[src/rtl/ex_mem_pipe_reg.sv]
`default_nettype none
// ============================================================================
// Module   : ex_mem_pipe_reg
// Brief    : EX/MEM pipeline register with cond-move write gating, stall,
//            flush and a saturating squashed-move counter.
// Revision : 1.0 - initial release
// ============================================================================
module ex_mem_pipe_reg #(
    parameter int DATA_W     = 32,
    parameter int REG_ADDR_W = 5,
    parameter int CNT_W      = 16
) (
    input  logic                  Clk,
    input  logic                  Rst,
    input  logic                  Stall,
    input  logic                  Flush,
    input  logic                  ExValid,
    input  logic [DATA_W-1:0]     AluResult,
    input  logic [DATA_W-1:0]     RtData,
    input  logic [REG_ADDR_W-1:0] DestReg,
    input  logic                  RegWrite,
    input  logic                  MemRead,
    input  logic                  MemWrite,
    input  logic                  MemToReg,
    input  logic                  MovEn,
    input  logic                  MovWe,
    output logic                  MemValid,
    output logic [DATA_W-1:0]     MemAluResult,
    output logic [DATA_W-1:0]     MemRtData,
    output logic [REG_ADDR_W-1:0] MemDestReg,
    output logic                  MemRegWrite,
    output logic                  MemMemRead,
    output logic                  MemMemWrite,
    output logic                  MemMemToReg,
    output logic                  FwdValid,
    output logic [CNT_W-1:0]      SquashCnt
);

    localparam logic [CNT_W-1:0] c_cnt_max = {CNT_W{1'b1}};

    logic                  r_valid;
    logic [DATA_W-1:0]     r_alu_result;
    logic [DATA_W-1:0]     r_rt_data;
    logic [REG_ADDR_W-1:0] r_dest_reg;
    logic                  r_reg_write;
    logic                  r_mem_read;
    logic                  r_mem_write;
    logic                  r_mem_to_reg;
    logic [CNT_W-1:0]      r_squash_cnt;

    logic w_we;
    logic w_squash;

    // $zero is never a real destination, so it is excluded from the write here.
    assign w_we     = ExValid & RegWrite & (~MovEn | MovWe) & (DestReg != '0);
    assign w_squash = ExValid & MovEn & RegWrite & ~MovWe;

    always_ff @(posedge Clk) begin
        if (!Rst) begin
            r_valid      <= 1'b0;
            r_alu_result <= '0;
            r_rt_data    <= '0;
            r_dest_reg   <= '0;
            r_reg_write  <= 1'b0;
            r_mem_read   <= 1'b0;
            r_mem_write  <= 1'b0;
            r_mem_to_reg <= 1'b0;
            r_squash_cnt <= '0;
        end else if (Flush) begin
            r_valid      <= 1'b0;
            r_alu_result <= '0;
            r_rt_data    <= '0;
            r_dest_reg   <= '0;
            r_reg_write  <= 1'b0;
            r_mem_read   <= 1'b0;
            r_mem_write  <= 1'b0;
            r_mem_to_reg <= 1'b0;
        end else if (!Stall) begin
            // An invalid EX slot loads the same bubble a flush would.
            r_valid      <= ExValid;
            r_alu_result <= ExValid ? AluResult : '0;
            r_rt_data    <= ExValid ? RtData : '0;
            r_dest_reg   <= ExValid ? DestReg : '0;
            r_reg_write  <= w_we;
            r_mem_read   <= ExValid & MemRead;
            r_mem_write  <= ExValid & MemWrite;
            r_mem_to_reg <= ExValid & MemToReg;
            if (w_squash && (r_squash_cnt != c_cnt_max)) begin
                r_squash_cnt <= r_squash_cnt + 1'b1;
            end
        end
    end

    assign MemValid     = r_valid;
    assign MemAluResult = r_alu_result;
    assign MemRtData    = r_rt_data;
    assign MemDestReg   = r_dest_reg;
    assign MemRegWrite  = r_reg_write;
    assign MemMemRead   = r_mem_read;
    assign MemMemWrite  = r_mem_write;
    assign MemMemToReg  = r_mem_to_reg;
    assign FwdValid     = r_valid & r_reg_write & (r_dest_reg != '0);
    assign SquashCnt    = r_squash_cnt;

endmodule
`default_nettype wire

[config.mk]
export PLATFORM = sky130hd
export DESIGN_NAME = ex_mem_pipe_reg
export DESIGN_NICKNAME = d
export VERILOG_FILES = /design/src/rtl/ex_mem_pipe_reg.sv
export SDC_FILE = /design/constraint.sdc
export NUM_CORES = 1
export LEC_CHECK = 0
export ABC_AREA = 0
export CORE_MARGIN = 2
export CORE_UTILIZATION = 38
export CTS_CLUSTER_SIZE = 16
export DETAILED_ROUTE_END_ITERATION = 6
export GPL_TIMING_DRIVEN = 0
export PLACE_DENSITY = 0.77
export SYNTH_ARGS = -nofsm -noshare
export SYNTH_HDL_FRONTEND = slang
export SYNTH_SLANG_ARGS = --single-unit
[constraint.sdc]
create_clock -name Clk -period 2 [get_ports Clk]
set_input_delay 0.2 -clock Clk [delete_from_list [all_inputs] [get_ports Clk]]
set_output_delay 0.2 -clock Clk [all_outputs]
set_load 0.1 [all_outputs]
; Word level (Yosys, flattened, before mapping)
; Index checks and enable logic that the tools add are counted.
[totals]
ff_bits = 90
input_bits = 80
[classes]
addsub = 1
n_eq_ne = 1
n_mux = 3
bitwise = 17
reduce_logical = 5
[ops]
columns = operator, count
row1 = $mux 32, 2
row2 = $add 16x1->16 const B, 1
row3 = $ne 16x16->1 const B, 1
row4 = $and 1x1->1, 11
row5 = $reduce_bool 5->1, 2
row6 = $mux 5, 1
row7 = $not 1->1, 5
row8 = $reduce_and 3->1, 1
row9 = $reduce_or 2->1, 1
row10 = $logic_and 1x1->1, 1
row11 = $or 1x1->1, 1

; Logic depth before layout (Yosys ltp)
; Gate-level depths: netlist of run 1.
[logic_depth]
ltp_word = 5
ltp_mapped = 6
mapped_depth_nobuf = 5

; Least setup slack after synthesis of run 1
; Ideal clock, no wire load.
[synth_timing]
path_type = reg-to-reg
from = reg r_squash_cnt[8], in the netlist SquashCnt[8]
to = reg r_squash_cnt[2], in the netlist SquashCnt[2]
setup_ps = 91
arrival_time_ps = 2262
slack_ps = -353
stages_incl_launch_ff = 5
path_buffers = 0
path_cell_list = dfxtp_1 nand4_1 nor4_1 nor2_1 a311oi_1
[synth_between]
elab_chain_len = 3
[synth_lines]
columns = item, line
row1 = from (decl), 49  ; logic [CNT_W-1:0] r_squash_cnt;
row2 = from (signal assigned), 89  ; r_squash_cnt <= r_squash_cnt + 1'b1;
row3 = $ne 16x16->1, 88  ; if (w_squash && (r_squash_cnt != c_cnt_max)) begin
row4 = $logic_and 1x1->1, 88
row5 = $reduce_and 3->1 (no line), --
; No other way between the ends.
; A chain may end at the register's enable or synchronous reset.

; Final worst setup path of run 1
[layout_timing]
from = reg r_dest_reg[4], in the netlist MemDestReg[4]
to = out FwdValid
[layout_between]
elab_chain_len = 2
[layout_lines]
columns = item, line
row1 = from (decl), 44  ; logic [REG_ADDR_W-1:0] r_dest_reg;
row2 = from (signal assigned), 83  ; r_dest_reg <= ExValid ? DestReg : '0;
row3 = $reduce_bool 5->1, 102  ; assign FwdValid = r_valid & r_reg_write & (r_dest_reg != '0);
row4 = $and 1x1->1, 102
row5 = to (decl), 35  ; output logic FwdValid,
; No other way between the ends.

==> reports/qor.txt, run 1 <==
Post-Place Cell Area - 5190 um2
final worst slack - 99.3 ps
Layout area overhead - 59.0%
layout cells sized above 1 - 7.81%
first-pass GRT wire length - 17.0 mm
post-synth net total - 434
die width - 97.7 um
number of max-cap violations - 0
buffer depth of the longest clock path - 2
top_reg_cell synth - dfxtp_1
effective utilization at floorplan - 38.8%
Final Net Count - 615
dpl hpwl - 8.02 mm
Hold Violations, Final - 0
CP required - 1800 ps
switching pwr - 1.02 mW
hold_buf cts - 0
pre-CTS setup slack - -226 ps
total global routing overflow - 0
Setup-failing EPs final - 0
largest family of logic cells by synthesized area - compound AO/OA/AOI/OAI gates
CTS tree - yes
Power Density - 710 nW/um2
Synth Area in Compound Gates - 22.0%
fin area - 5300 um2
Post-synth EDFFs - 0
RSZ-0062 raised after global routing - no
crit share post-route - 95.0%
vias in the first global route - 3443
Worst Hold Depth - 3
share of flip-flops with an asynchronous set or reset - 0%
Int Power - 2.74 mW
post-DR wirelength/cell - 16.2 um
Setup CP Type - reg -> out
most frequent cells in the layout - dlygate4sd2_1, clkdlybuf4s50_1, nor2_1
critical path capture point type - output pin
Sink Count - 90
switching share of total power - 27.2%
mapped cell area - 3330 um2
Total Wirelength - 10.4 mm
combinational share of power - 15.7%
largest net degree at the start of global routing - 16
mux cell area share after synthesis - 0.901%
Hold WS - 469 ps
adder and majority cell fraction of the synthesized area - 0.375%
Seq cells post-synth - 90
Clock transition at path regs - 100 ps
worst reg2reg endpoint - SquashCnt[2]$_SDFFE_PN0P_
# diodes - 0
peak supply drop - 0.375 mV
Initial DRC Count - 118
Seq pwr share - 48.8%
Hold Path End - MemAluResult[16]$_SDFFE_PP0N_
Final Wtd Congestion - 0.799
CTS Buf Count - 9
Worst-Skew Late Latency - 340 ps
Vias/cell - 5.31
Lkg Pwr - 2.28 nW
Hold/Removal Path Class - in -> reg
run status - finished, final reports clean
total number of vias - 3432
post-synthesis cell type count - 35
worst r2r src - SquashCnt[9]$_SDFFE_PN0P_
chip height - 97.7 um
Rows - 34
Yosys Warn Count - 0
Slew HR - 31.8%
Pins Over Slew Limit - 0
clock network fraction of total power - 35.5%
Arr. time, crit path - 1700 ps
IO buf count - 170
DRC Markers - 0
maximum fanout along the worst path - 3
HP Start - AluResult[16]
CP Launch Type - flop
Clock Skews - 4.44 ps
Total GRT Usage - 21.8%
core area - 8590 um2
most common cell after layout, fill and taps aside - dlygate4sd2_1
CTS H-tree depth - 3
sequential fraction of the synthesis area - 54.1%
R2R cell count - 4
XOR/XNOR share of the synthesized area - 0%
Mapped Cells - 353
post-route ant nets - 0
Synth Area in Simple Gates - 18.9%
drt pass-1 iters - 5
Post-Syn Area per Cell - 9.44 um2
initial antenna violation count - 0
slew at the pin closest to its max-slew limit - 1030 ps
die area - 9540 um2
post-route minimum period - 1900 ps
io pins - 171
reg-to-reg setup timing slack - 230 ps
Root Driver - clkbuf_8
Fmax - 0.526 GHz
-- registers in the layout (all words and copies together), names as in the netlist --
register and cells:
MemMemRead 1, MemAluResult 32, MemRegWrite 1, MemDestReg 5, MemMemToReg 1, SquashCnt 16, MemRtData 32, MemMemWrite 1
MemValid 1
-- worst max-delay path by stage --
| stage | depth (start not counted) | slack, ps | endpoint | startpoint |
|---|---|---|---|---|
| detailed placement | 3 | -230 | FwdValid | MemDestReg[4]$_SDFFE_PP0N_ |
| floorplan | 4 | 50 | SquashCnt[2]$_SDFFE_PN0P_ | SquashCnt[8]$_SDFFE_PN0P_ |
| global placement | 3 | -210 | FwdValid | MemDestReg[4]$_SDFFE_PP0N_ |
| CTS | 3 | -110 | FwdValid | MemDestReg[4]$_SDFFE_PP0N_ |
| finish | 3 | 100 | FwdValid | MemDestReg[4]$_SDFFE_PP0N_ |
| global route | 3 | 40 | FwdValid | MemDestReg[4]$_SDFFE_PP0N_ |
-- power by group through the flow --
stage,combinational [mW],sequential [mW],clock [mW]
2_1_floorplan,0.128,2.09,0
6_report,0.590,1.84,1.34
3_3_place_gp,0.605,1.88,0
4_1_cts,0.593,1.84,1.37
5_1_grt,0.623,1.84,1.44
3_5_place_dp,0.612,1.88,0
-- synth_stat cells, types with 5 or more instances --
| cell | number | area share (%) |
|---|---|---|
| nor2_1 | 75 | 8.4 |
| nand2_1 | 9 | 1.0 |
| or4_1 | 5 | 1.1 |
| a21oi_1 | 13 | 2.0 |
| nand4_1 | 6 | 1.1 |
| clkbuf_1 | 19 | 2.1 |
| dfxtp_1 | 90 | 54 |
| a22oi_1 | 72 | 16 |
| buf_1 | 6 | 0.68 |
-- cell type report --
cell class	count	area [um2]
Buffer	27	113
Clock buffer	9	124
Clock inverter	6	90.1
Fill cell	795	3290
Inverter	4	15.0
Multi-Input combinational cell	232	1420
Sequential cell	90	1820
Tap cell	108	135
Timing Repair Buffer	170	1580
-- cell families after synthesis --
kind of cell	after synthesis
compound gates	102
fa+ha+maj	1
buf+inv	31
flops	90
mux	3
simple gates	126
-- stage by stage --
step | power [mW] | setup TNS, ps | cells | util, %
after CTS | 3.80 | -108 | 646 | 61.6
final | 3.76 | 0 | 646 | 61.7
after global placement | 2.48 | -609 | 631 | 60.4
after floorplan | 2.22 | 0 | 353 | -
after detailed placement | 2.49 | -1190 | 631 | 60.4
after global routing | 3.91 | 0 | 646 | 61.7
-- metal layers --
layer | GRT usage (%) | vias up | share of wire (%)
li1 | - | 1662 | -
met1 | 24.8 | 1628 | 39
met2 | 38.0 | 128 | 50
met3 | 8.63 | 14 | 9.3
met4 | 5.66 | 0 | 1.5
met5 | 0 | - | 0
-- worst max-delay path: stages (launching register included) --
cell and delay (ps):
dfxtp_1 340, or3_1 390, o311a_2 330, buf_2 300
-- repair_timing --
action,4_1_cts,5_1_grt
hold endpoints to repair,0,0
endpoints found under the setup margin,91,4
resized for setup,93,4
setup buffers,0,0
(Power assumes the default switching activity.)
==> inputs of run 2 (changes only) <==
Settings changed: PLACE_DENSITY 0.77 to unset, PLACE_DENSITY_LB_ADDON set to 0.08.
==> run 2 against run 1 <==
Core utilization down 0.39 points. Cell area down 0.64%. Via count down 2.1%. Largest cell class unchanged. Wire length down 5.3%. Cell count up 0.15%. Power down 5.1%. Clock skew up 3.8 ps. Worst setup slack worse by 19 ps. Highest routed layer unchanged. Largest power group unchanged. Fmax down 0.99%.
==> reports/qor.txt, run 2 (synthesis gave the netlist of run 1 again) <==
CP Launch Type - flop
effective utilization at floorplan - 38.8% (unchanged)
peak supply drop - 0.345 mV (-8.2%)
first-pass GRT wire length - 16.2 mm (-4.9%)
vias in the first global route - 3295 (-4.3%)
die area - 9540 um2 (unchanged)
number of max-cap violations - 0 (unchanged)
Lkg Pwr - 2.26 nW (-0.78%)
pre-CTS setup slack - -220 ps (+5.97 ps)
CTS Buf Count - 9 (unchanged)
drt pass-1 iters - 4 (-1)
Vias/cell - 5.19 (-2.2%)
Setup-failing EPs final - 0 (unchanged)
Hold Violations, Final - 0 (unchanged)
post-DR wirelength/cell - 15.3 um (-5.5%)
met3 Usage GRT - 7.05% (-1.6 points)
Post-CTS Setup Inserts - 0 (unchanged)
post-route ant nets - 0 (unchanged)
die width - 97.7 um (unchanged)
critical path capture point type - output pin
initial antenna violation count - 0 (unchanged)
most common cell after layout, fill and taps aside - dlygate4sd2_1
Power Density - 678 nW/um2 (-4.5%)
Pins Over Slew Limit - 0 (unchanged)
DRC Markers - 0 (unchanged)
IO buf count - 170 (unchanged)
Final Net Count - 615 (unchanged)
post-layout util - 61.3% (-0.39 points)
Power Total - 3.57 mW (-5.1%)
io pins - 171 (unchanged)
GR Util met2 - 34.2% (-3.8 points)
Rows - 34 (unchanged)
total global routing overflow - 0 (unchanged)
Post-Place Cell Area - 5190 um2 (unchanged)
slew at the pin closest to its max-slew limit - 1000 ps (-22.5 ps)
Root Driver - clkbuf_8
Total GRT Usage - 20.8% (-0.96 points)
Total Wirelength - 9.89 mm (-5.3%)
Slew HR - 33.3% (+1.5 points)
CP required - 1800 ps (about the same)
reg-to-reg setup timing slack - 290 ps (+60 ps)
Hold/Removal Path Class - in -> reg
crit share post-route - 96.0% (+0.95 points)
layer with the highest usage - met2
met1 usage - 25.6% (+0.80 points)
Initial DRC Count - 78 (-34%)
CTS tree - yes
dpl hpwl - 7.39 mm (-7.9%)
RSZ-0062 raised after global routing - no
fin area - 5270 um2 (-0.64%)
Clock transition at path regs - 90 ps (about the same)
most frequent cells in the layout - dlygate4sd2_1, clkdlybuf4s50_1, nor2_1
maximum fanout along the worst path - 3 (unchanged)
buffer depth of the longest clock path - 2 (unchanged)
Setup CP Type - reg -> out
largest net degree at the start of global routing - 16 (unchanged)
Layout area overhead - 58.0%
CTS H-tree depth - 3 (unchanged)
post-route minimum period - 1920 ps (+19.1 ps)
Worst-Skew Late Latency - 360 ps (+20 ps)
core area - 8590 um2 (unchanged)
Fmax - 0.521 GHz (-0.99%)
Arr. time, crit path - 1720 ps (+20 ps)
Final Wtd Congestion - 0.778 (-2.7%)
run status - finished, final reports clean
DP Cell Count - 631 (unchanged)
chip height - 97.7 um (unchanged)
Finished Layout Cells - 647 (+0.15%)
# diodes - 0 (unchanged)
Clock Skews - 8.23 ps (+3.79 ps)
Sink Count - 90 (unchanged)
final worst slack - 80.2 ps (-19.1 ps)
total number of vias - 3360 (-2.1%)
layout cells sized above 1 - 7.98% (+0.17 points)
[run 2: worst max-delay path: stages (launching register included)]
cell     delay [ps]
dfxtp_1         340
or3_1           380
o311a_2         340
buf_2           300
[run 2: worst paths after layout]
kind	startpoint	to	cells past startpoint
max	MemDestReg[4]$_SDFFE_PP0N_	FwdValid	3
max reg2reg	SquashCnt[9]$_SDFFE_PN0P_	SquashCnt[10]$_SDFFE_PN0P_	4
min	AluResult[3]	MemAluResult[3]$_SDFFE_PP0N_	3
min reg2reg	SquashCnt[1]$_SDFFE_PN0P_	SquashCnt[1]$_SDFFE_PN0P_	2
[run 2: stage by stage]
step | hold slack, ps | setup TNS, ps
after CTS | 443 | -103
after detailed placement | 472 | -705
after global placement | 466 | -442
after floorplan | 340 | 0
final | 452 | 0
after global routing | 448 | 0
[run 2: per-layer routing]
layer  part of all wire, %  vias to the layer above  wire, um
met3                   8.0                       12       794
met1                    43                     1577      4240
met4                   1.4                        0       135
li1                      -                     1661         -
met2                    48                      110      4720
met5                     0                        -         0
[run 2: area by class of cell]
| cell class | instances | area (um2) |
|---|---|---|
| fill | 762 | 3330 |
| sequential | 90 | 1820 |
| timing repair buffer | 170 | 1580 |
| multi-input combinational | 232 | 1420 |
| clock buffer | 10 | 138 |
| tap | 108 | 135 |
| buffer | 27 | 113 |
| clock inverter | 6 | 42.5 |
| inverter | 4 | 15.0 |
[run 2: timing repair]
item / 4_1_cts / 5_1_grt
hold buffers: 0 / 0
endpoints found under the setup margin: 91 / 4
gates resized for setup: 93 / 4
[run 2: power by group]
| group | switching, mW | internal (mW) |
|---|---|---|
| Sequential | 0.0150 | 1.82 |
| Clock | 0.666 | 0.485 |
| Combinational | 0.370 | 0.215 |
==> inputs of run 3 (changes only) <==
Settings changed: CORE_MARGIN 2 to 5, CTS_CLUSTER_SIZE 16 to unset.
==> run 3 against run 2 <==
Wire length up 7.2%. Fmax rose by 0.92%. Largest cell class unchanged. Sequential power is essentially flat. Via count rose by 0.48%. Critical path depth stayed put. First-iteration DRC count is 86% higher. Highest routed layer unchanged. Largest power group unchanged. Critical endpoint unchanged.
==> reports/qor.txt, run 3 (synthesis gave the netlist of run 1 again) <==
run status - finished, final reports clean
sequential cell area - 1820 um2 (unchanged)
Hold Violations, Final - 0 (unchanged)
Critical Path Source - MemDestReg[4]$_SDFFE_PP0N_
critical path capture point type - output pin
Finished Layout Cells - 646 (-0.15%)
first-pass GRT wire length - 17.5 mm (+8.2%)
IO buf count - 170 (unchanged)
Layout area overhead - 57.7%
Arr. time, crit path - 1700 ps (-20 ps)
pre-CTS setup slack - -215 ps (+5.27 ps)
Total Wirelength - 10.6 mm (+7.2%)
CP Launch Type - flop
initial antenna violation count - 0 (unchanged)
drt pass-1 iters - 5 (+1)
buffer depth of the longest clock path - 2 (unchanged)
Multi-input gate area - 1420 um2 (unchanged)
post-DR wirelength/cell - 16.4 um (+7.4%)
Setup-failing EPs final - 0 (unchanged)
layout cells sized above 1 - 7.62% (-0.36 points)
Rows - 34 (unchanged)
total global routing overflow - 0 (unchanged)
DP Cell Count - 631 (unchanged)
die area - 10700 um2 (+13%)
maximum fanout along the worst path - 3 (unchanged)
Initial DRC Count - 145 (+86%)
Pins Over Slew Limit - 0 (unchanged)
Worst-Skew Late Latency - 350 ps (about the same)
CTS tree - yes
number of max-cap violations - 0 (unchanged)
effective utilization at floorplan - 38.6% (-0.19 points)
final worst slack - 97.8 ps (+17.6 ps)
slew at the pin closest to its max-slew limit - 1010 ps (+9.63 ps)
largest net degree at the start of global routing - 14 (-2)
core area - 8640 um2 (+0.50%)
crit share post-route - 95.1% (-0.88 points)
Vias/cell - 5.23 (+0.63%)
Total GRT Usage - 19.7% (-1.1 points)
Fmax - 0.526 GHz (+0.92%)
Clock Skews - 8.22 ps (-0.0130 ps)
CTS Buf Count - 9 (unchanged)
DRC Markers - 0 (unchanged)
most frequent cells in the layout - dlygate4sd2_1, clkdlybuf4s50_1, nor2_1
post-route ant nets - 0 (unchanged)
# fillers - 780 (+2.4%)
Setup CP Type - reg -> out
Final Net Count - 615 (unchanged)
post-route minimum period - 1900 ps (-17.6 ps)
Root Driver - clkbuf_8
io pins - 171 (unchanged)
die width - 104 um (+6.1%)
# diodes - 0 (unchanged)
total number of vias - 3376 (+0.48%)
Lkg Pwr - 2.26 nW (+0.17%)
hold_buf cts - 0 (unchanged)
CTS H-tree depth - 3 (unchanged)
Hold/Removal Path Class - in -> reg
Final Wtd Congestion - 0.794 (+2.0%)
HP Start - RtData[11]
CP required - 1800 ps (about the same)
peak supply drop - 0.358 mV (+3.8%)
chip height - 104 um (+6.1%)
most common cell after layout, fill and taps aside - dlygate4sd2_1
Power Total - 3.54 mW (-0.88%)
post-layout util - 60.9% (-0.42 points)
Sink Count - 90 (unchanged)
Slew HR - 32.7% (-0.64 points)
vias in the first global route - 3400 (+3.2%)
worst r2r src - SquashCnt[9]$_SDFFE_PN0P_
Clock transition at path regs - 90 ps (about the same)
dpl hpwl - 8.21 mm (+11%)
RSZ-0062 raised after global routing - no
Power Density - 674 nW/um2 (-0.69%)
run 3: cell count changes in the layout (fill, tap and decap cells not counted):
cell / change
clkinv_4: -2
clkinv_2: +1
clkinvlp_4: -2
clkbuf_1: +1
clkbuf_8: +1
run 3: per-layer routing:
metal | routed length (um) | GRT usage, % | up-vias
li1 | - | - | 1666
met1 | 4210 | 22.7 | 1585
met2 | 5300 | 33.3 | 112
met3 | 929 | 7.21 | 13
met4 | 169 | 7.22 | 0
met5 | 0 | 0 | -
run 3: cell type report:
cell class,count,area share [%]
tap,108,2.57
clock buffer,12,2.95
sequential,90,34.7
clock inverter,3,0.286
inverter,4,0.286
timing repair buffer,170,30.1
multi-input combinational,232,27.0
buffer,27,2.14
run 3: worst paths after layout:
path	endpoint	slack, ps	cells past startpoint
hold reg to reg	SquashCnt[15]$_SDFFE_PN0P_	480	2
hold / removal	MemRtData[11]$_SDFFE_PP0N_	460	3
setup / recovery	FwdValid	100	3
setup reg to reg	SquashCnt[12]$_SDFFE_PN0P_	290	4
run 3: where the power goes:
group          internal (mW)  leakage, nW  total (mW)  switching [mW]
combinational          0.215         1.43       0.587           0.372
clock                  0.508       0.0920        1.12           0.610
sequential              1.82        0.737        1.84          0.0158
total                   2.54         2.26        3.54           0.997
run 3: timing repair:
action	4_1_cts	5_1_grt
hold endpoints to repair	0	0
resized for setup	93	4
setup buffers	0	0
endpoints found under the setup margin	91	3
gates cloned	0	0
run 3: stage by stage:
stage          hold WS (ps)  cell area, um2  setup TNS [ps]
6_report                464            5260               0
5_1_grt                 461            5260               0
4_1_cts                 445            5250            -106
3_5_place_dp            470            5190           -1230
3_3_place_gp            462            5190            -373
2_1_floorplan           340            3350               0
run 3: worst max-delay path, cell delays in order (launching register included):
cell and delay [ps]:
dfxtp_1 340, or3_1 370, o311a_2 350, buf_2 300
